[src/rtl/wave_gen_param.sv]
// Programmable square/PWM wave generator with free-run and one-shot modes.
// Period and high time arrive through a valid/ready port into shadow
// registers and are applied only at period starts (or straight away while
// idle), so a period that has already begun is never altered.
module wave_gen_param #(
  parameter int CNT_W      = 8,
  parameter int DEF_PERIOD = 4,
  parameter int DEF_HIGH   = 2
) (
  input  logic             clk,
  input  logic             rst,
  input  logic             en,
  input  logic             mode,
  input  logic             trig,
  input  logic             cfg_valid,
  output logic             cfg_ready,
  input  logic [CNT_W-1:0] cfg_period,
  input  logic [CNT_W-1:0] cfg_high,
  output logic             q,
  output logic             qbar,
  output logic             y,
  output logic             busy
);

  typedef enum logic [1:0] {IDLE, HIGH, LOW} state_t;

  localparam logic [CNT_W-1:0] ONE   = CNT_W'(1);
  localparam logic [CNT_W-1:0] TWO   = CNT_W'(2);
  localparam logic [CNT_W-1:0] DEF_P = CNT_W'(DEF_PERIOD);
  localparam logic [CNT_W-1:0] DEF_H = CNT_W'(DEF_HIGH);

  state_t           state_q, state_d;
  logic [CNT_W-1:0] cnt_q, cnt_d;
  logic [CNT_W-1:0] per_sh_q, per_sh_d, high_sh_q, high_sh_d;
  logic [CNT_W-1:0] per_a_q, per_a_d, high_a_q, high_a_d;
  logic             pend_q, pend_d;
  logic             mode_a_q, mode_a_d;
  logic             ready_q, ready_d;
  logic             q_q, q_d, qbar_q, qbar_d, y_q, y_d, busy_q, busy_d;
  logic             start, xfer;
  logic [CNT_W-1:0] per_clamp, high_clamp, low_last;

  // Clamp the requested config into a legal period/high pair.
  always_comb begin
    per_clamp  = (cfg_period < TWO) ? TWO : cfg_period;
    high_clamp = (cfg_high == '0) ? ONE : cfg_high;
    if (high_clamp >= per_clamp) high_clamp = per_clamp - ONE;
  end

  // Last count of the low phase; period_a > high_a so this never wraps.
  assign low_last = per_a_q - high_a_q - ONE;
  assign xfer     = cfg_valid && ready_q;

  // Next-state, counter, config shadowing and registered-output decode.
  always_comb begin
    state_d   = state_q;
    cnt_d     = cnt_q + ONE;
    start     = 1'b0;
    mode_a_d  = mode_a_q;
    per_sh_d  = per_sh_q;
    high_sh_d = high_sh_q;
    per_a_d   = per_a_q;
    high_a_d  = high_a_q;
    pend_d    = pend_q;

    unique case (state_q)
      IDLE: begin
        cnt_d = '0;
        if (en && (!mode || trig)) start = 1'b1;
      end
      HIGH: begin
        if (cnt_q == high_a_q - ONE) begin
          state_d = LOW;
          cnt_d   = '0;
        end
      end
      LOW: begin
        if (cnt_q == low_last) begin
          cnt_d = '0;
          if (!mode_a_q && en) start = 1'b1;
          else state_d = IDLE;
        end
      end
      default: begin
        state_d = IDLE;
        cnt_d   = '0;
      end
    endcase

    if (start) begin
      state_d  = HIGH;
      cnt_d    = '0;
      mode_a_d = mode;
    end

    // Pending shadow goes live only while idle or exactly at a period start.
    if (pend_q && (state_q == IDLE || start)) begin
      per_a_d  = per_sh_q;
      high_a_d = high_sh_q;
      pend_d   = 1'b0;
    end

    // A capture on the same edge as a start lands in the shadow for next time.
    if (xfer) begin
      per_sh_d  = per_clamp;
      high_sh_d = high_clamp;
      pend_d    = 1'b1;
    end

    ready_d = !xfer;
    q_d     = (state_d == HIGH);
    qbar_d  = !q_d;
    busy_d  = (state_d != IDLE);
    y_d     = start;
  end

  // State, config and output registers with synchronous reset.
  always_ff @(posedge clk) begin
    if (rst) begin
      state_q   <= IDLE;
      cnt_q     <= '0;
      per_sh_q  <= DEF_P;
      high_sh_q <= DEF_H;
      per_a_q   <= DEF_P;
      high_a_q  <= DEF_H;
      pend_q    <= 1'b0;
      mode_a_q  <= 1'b0;
      ready_q   <= 1'b1;
      q_q       <= 1'b0;
      qbar_q    <= 1'b1;
      y_q       <= 1'b0;
      busy_q    <= 1'b0;
    end else begin
      state_q   <= state_d;
      cnt_q     <= cnt_d;
      per_sh_q  <= per_sh_d;
      high_sh_q <= high_sh_d;
      per_a_q   <= per_a_d;
      high_a_q  <= high_a_d;
      pend_q    <= pend_d;
      mode_a_q  <= mode_a_d;
      ready_q   <= ready_d;
      q_q       <= q_d;
      qbar_q    <= qbar_d;
      y_q       <= y_d;
      busy_q    <= busy_d;
    end
  end

  assign cfg_ready = ready_q;
  assign q         = q_q;
  assign qbar      = qbar_q;
  assign y         = y_q;
  assign busy      = busy_q;

endmodule

[config.mk]
export PLATFORM = sky130hd
export DESIGN_NAME = wave_gen_param
export DESIGN_NICKNAME = d
export VERILOG_FILES = /design/src/rtl/wave_gen_param.sv
export SDC_FILE = /design/constraint.sdc
export NUM_CORES = 1
export LEC_CHECK = 0
export CAP_MARGIN = 20
export CORE_AREA = 2 2 111 113
export DETAILED_ROUTE_END_ITERATION = 10
export DIE_AREA = 0 0 113 115
export PLACE_DENSITY = 0.39
export SYNTH_ARGS = -nofsm -noshare
export SYNTH_HDL_FRONTEND = slang
export SYNTH_SLANG_ARGS = --single-unit
[constraint.sdc]
create_clock -name clk -period 10.3 [get_ports clk]
set_input_delay 2.575 -clock clk [delete_from_list [all_inputs] [get_ports clk]]
set_output_delay 2.575 -clock clk [all_outputs]
set_load 0.02 [all_outputs]
## Word-level counts from Yosys, hierarchy flattened

Cells that the tools add are included.

| word-level totals | value |
|---|---|
| logic and storage cells | 57 |
| register bits | 49 |
| input bits | 22 |
| output and inout bits | 5 |

| cells by class | value |
|---|---|
| reductions and logical operators | 15 |
| order comparisons | 2 |
| $add $sub $neg | 5 |
| equal/unequal tests | 5 |
| multiplexer cells | 17 |

Operators by type and width:

| cell | number |
|---|---|
| 8-bit 2-to-1 mux | 5 |
| 8-bit by 1-bit subtractor with 8-bit output, second input constant | 3 |
| 8-bit == test | 2 |
| 8-bit case mux with 2 select lines | 1 |
| 8-bit by 1-bit adder with 8-bit output, second input constant | 1 |
| 8-bit >= comparator | 1 |
| 8-bit zero test | 1 |
| 8-bit by 2-bit < comparator with 1-bit output, second input constant | 1 |
| 2-bit 2-to-1 mux | 4 |
| 8-bit subtractor | 1 |
| 2-bit case mux with 3 select lines | 1 |
| 1-bit 2-to-1 mux | 5 |
| 2-bit by 1-bit == test with 1-bit output, second input constant | 2 |
| 1-bit logical AND | 4 |
| 1-bit zero test | 4 |
| 2-bit nonzero test | 2 |
| 2-bit == test, second input constant | 1 |
| 2-bit zero test | 1 |
| 1-bit logical OR | 2 |
| 1-bit case mux with 2 select lines | 1 |
| 2-bit OR reduction | 1 |

## Depth between registers and ports, before layout

| logic depth | value |
|---|---|
| word-level depth | 9 |
| depth in mapped cells | 14 |
| mapped depth without buffers | 14 |

## Worst setup path before layout

No wires, ideal clock.

| path | value |
|---|---|
| path type | input -> register |
| from | input cfg_period[4] |
| to | register high_sh_q[0] |
| data arrival time | 5.321 ns |
| stages on the path | 14 |
| setup time | 0.074 ns |
| path slack | 4.905 ns |
| cells stage by stage | or3_1 > nor2_1 > nand2_1 > o31ai_1 > inv_1 > ha_1 > nand2b_1 > a21o_1 > a21oi_1 > nor2b_1 > o211ai_1 > a21oi_1 > mux2_2 > o21ai_0 |

| on the way | value |
|---|---|
| cells in the longest elaborated chain, start to end | 4 |
| elaborated cells on any way between the ends | 5 |
| classes of those cells | add/sub (1); order compare (2); mux (2) |

RTL lines:

| what | line | source |
|---|---|---|
| start, declared | 17 | `input logic [CNT_W-1:0] cfg_period,` |
| 8-bit by 2-bit < comparator with 1-bit output (*) | 45 | `per_clamp = (cfg_period < TWO) ? TWO : cfg_period;` |
| 8-bit 2-to-1 mux (*) | 45 |  |
| named net per_clamp[0] | 41 | `logic [CNT_W-1:0] per_clamp, high_clamp, low_last;` |
| 8-bit by 1-bit subtractor with 8-bit output / 8-bit >= comparator (equally long branches) | 47 | `if (high_clamp >= per_clamp) high_clamp = per_clamp - ONE;` |
| 8-bit 2-to-1 mux (*) | 47 |  |
| end signal, assigned | 137 | `high_sh_q <= high_sh_d;` |
| end, declared | 34 | `logic [CNT_W-1:0] per_sh_q, per_sh_d, high_sh_q, high_sh_d;` |

The timed path passes the listed nets; every way through them passes the cells marked *.
A chain may end at the register's enable or synchronous reset.

## Worst setup path after layout

Same ends and word-level chain as after synthesis.

==> flow_summary.json <==
{
  "clock_skew_ns": 0.00459,
  "grt_pass1_vias": 2279,
  "final_core_util_pct": 29.1,
  "drcViolationCount": 0,
  "p_leak_nw": 1.32,
  "routed_wl_um": 6740,
  "io_pins": 27,
  "cts-htree-levels": 2,
  "layout_common_cells": "49 x dfxtp_1, 39 x nor2_1, 28 x nand2_1",
  "worst_setup_path_end_kind": "flop",
  "combPwrFrac_pct": 17.9,
  "ant_nets": 0,
  "root_buffer": "clkbuf_16",
  "p_sw_mw": 0.131,
  "worstPathRequired_ns": 10.52,
  "tns_ns": 0,
  "cts_tree": "done",
  "hold_path_end": "per_sh_q[6]",
  "rsz0062_at_grt": "no",
  "vdd_ir_drop_max_mv": 0.0584,
  "worstHoldPathCells": 2,
  "numCtsBuffers": 5,
  "track_usage_pct": 10.9,
  "min_period_over_period_pct": 57.3,
  "synth_cell_type_count": 45,
  "hold_path_class": "reg2reg",
  "dr.pass1.iters": 4,
  "synth-seq-cells": 49,
  "fin_nets": 398,
  "synth_area_um2": 2890,
  "grt_overflow": 0,
  "slowest_stage": "a21oi_1",
  "start_util_pct": 24.5,
  "tightestPinTransition_ns": 0.902,
  "synth_area_leaders": "dfxtp_1 34%, ha_1 9.5%, mux2i_1 7.6%",
  "hold_viol_final": 0,
  "syn_area_per_cell_um2": 8.56,
  "cts_buffer_depth": 2,
  "cts_sinks": 49,
  "rr_endpoint": "cnt_q[5]",
  "place_congestion": 0.824,
  "die_area_um2": 13000,
  "yosys_warnings": 0,
  "syn_inst": 338,
  "cp.arrival_ns": 6.11,
  "grt_antenna_before_repair": 0,
  "maxSlewViolCount": 0,
  "drt_iter0_markers": 67,
  "rrSetupSlack_ns": 6.96,
  "postCtsHoldBufs": 0,
  "dp_slack_ns": 4.08,
  "ys.flop_type": "dfxtp_1",
  "yosysSeqAreaShare_pct": 33.9,
  "postCtsSetupBuffers": 0,
  "synth_top_area_share_pct": 33.9,
  "maxCapViolCount": 0,
  "min_from": "per_sh_q[6]",
  "ctsResizeCount": 0,
  "dp_hpwl_um": 5370,
  "synth_top_cell_by_area": "dfxtp_1",
  "die_w_um": 113,
  "num_rows": 40,
  "worst-path-buf-inv": 2,
  "setup_ws_ns": 4.40,
  "final_common_cell": "dfxtp_1",
  "crit_type": "in2reg",
  "die_h_um": 115,
  "cp_common_cell": "a21oi_1",
  "core_area_um2": 11800,
  "crit_path_max_incr_delay_ns": 0.70,
  "critPathTopFamily": "compound AO/OA/AOI/OAI gates",
  "clk_pin_slew_ns": 0.07,
  "critPathLaunchType": "input port",
  "pwr_density_cell_nw_per_um2": 142,
  "period_minus_slack_ns": 5.90,
  "vias_per_cell": 4.50,
  "post_drt_wl_per_cell_um": 13.4,
  "status": "complete, no violations",
  "reg2reg_depth": 11,
  "swShare_pct": 26.9,
  "clock_latency_ns": 0.29,
  "drive_gt1_share_pct": 4.80,
  "regToRegStartpoint": "high_a_q[0]",
  "finalSetupViolCount": 0,
  "timing.slew.headroom_pct": 39.9,
  "crit_path_cell_trace": "clkdlybuf4s50_1 -> or3_1 -> nor2_1 -> nand2_1 -> o31ai_1 -> inv_1 -> ha_1 -> nand2b_1 -> a21o_1 -> a21oi_1 -> nor2b_1 -> o211ai_1 -> a21oi_1 -> mux2_2 -> o21ai_0",
  "crit_fanout": 9,
  "synth-async-reset-ratio_pct": 0,
  "pwr-share-seq_pct": 42.1,
  "diodes": 0,
  "port_buffers": 26,
  "pwr-share-clk_pct": 40.0,
  "timing.fmax_mhz": 170,
  "synth_edf_count": 0,
  "grt_max_degree": 31,
  "syn-num-nets": 383,
  "area_growth_pct": 18.7,
  "p_int_mw": 0.356,
  "grt_pass1_wl_um": 11300,
  "via_count": 2257
}
## worst max path at each step
stage                       start            to  slack (ns)  depth (start not counted)
global route        cfg_period[4]  high_sh_q[0]        4.07                         15
CTS                 cfg_period[4]  high_sh_q[0]        4.38                         15
floorplan           cfg_period[4]  high_sh_q[0]        4.90                         14
global placement    cfg_period[4]  high_sh_q[0]        4.09                         15
finish              cfg_period[4]  high_sh_q[0]        4.40                         15
detailed placement  cfg_period[4]  high_sh_q[0]        4.08                         15
## registers in the layout, indices dropped and copies added, names as in the netlist
signal	flops
qbar	1
high_a_q	8
state_q	2
high_sh_q	8
per_sh_q	8
per_a_q	8
y	1
cnt_q	8
mode_a_q	1
pend_q	1
q	1
busy	1
cfg_ready	1
## tightest hold or removal path, cell delays in order (launching register included)
cell     delay (ns)
dfxtp_1        0.31
nand2_1        0.05
a21oi_1        0.05
## logic make-up (layout without fill, tap and decap cells)
logic type	Yosys count	count (layout)	synth area share, %
AOI/OAI and AO/OA	58	58	14.1
xor gates and xnor gates	36	36	10.9
adders and majority gates	23	23	10.2
buffers and inverters	43	59	6.53
DFF	49	49	33.9
muxes	23	23	8.00
and+or+nand+nor	106	106	16.4
## power by group through the flow
stage	registers [mW]	logic, mW	clock network, mW
2_1_floorplan	0.209	0.0605	0
3_3_place_gp	0.209	0.0882	0
3_5_place_dp	0.209	0.0886	0
4_1_cts	0.205	0.0890	0.202
5_1_grt	0.206	0.0980	0.209
6_report	0.205	0.0872	0.194
## synth_stat cells, drive strengths merged (3+ instances only)
master	n
a21oi	18
a31oi	4
buf	3
clkbuf	17
dfxtp	49
ha	22
inv	23
mux2i	22
nand2	28
nand3	14
nand4	3
nor2	39
nor3	8
o211ai	5
o21ai	14
o21bai	3
xnor2	24
xor2	12
## area by class of cell
type | count | area [um2]
inverters | 23 | 86.3
fillers | 1282 | 8380
flip-flops and latches | 49 | 981
clock inverters | 3 | 47.5
repair buffers | 28 | 275
clock buffers | 5 | 125
multi-input cells | 246 | 1730
well taps | 147 | 184
## through the flow
stage	instances	instance area (um2)	power, mW	hold slack (ns)
after global routing	501	3430	0.512	0.483
final	501	3430	0.486	0.464
after global placement	493	3260	0.297	0.450
after CTS	501	3430	0.496	0.469
after detailed placement	493	3260	0.298	0.458
after floorplan	338	2890	0.270	0.436
## routing by layer
metal,GRT usage [%],up-vias,share of wire [%]
li1,-,1179,-
met5,0,-,0
met1,13.9,1041,48
met4,4.07,0,2.0
met2,18.4,27,47
met3,1.79,10,2.2
Note: power is estimated with default switching activity, not from simulation.
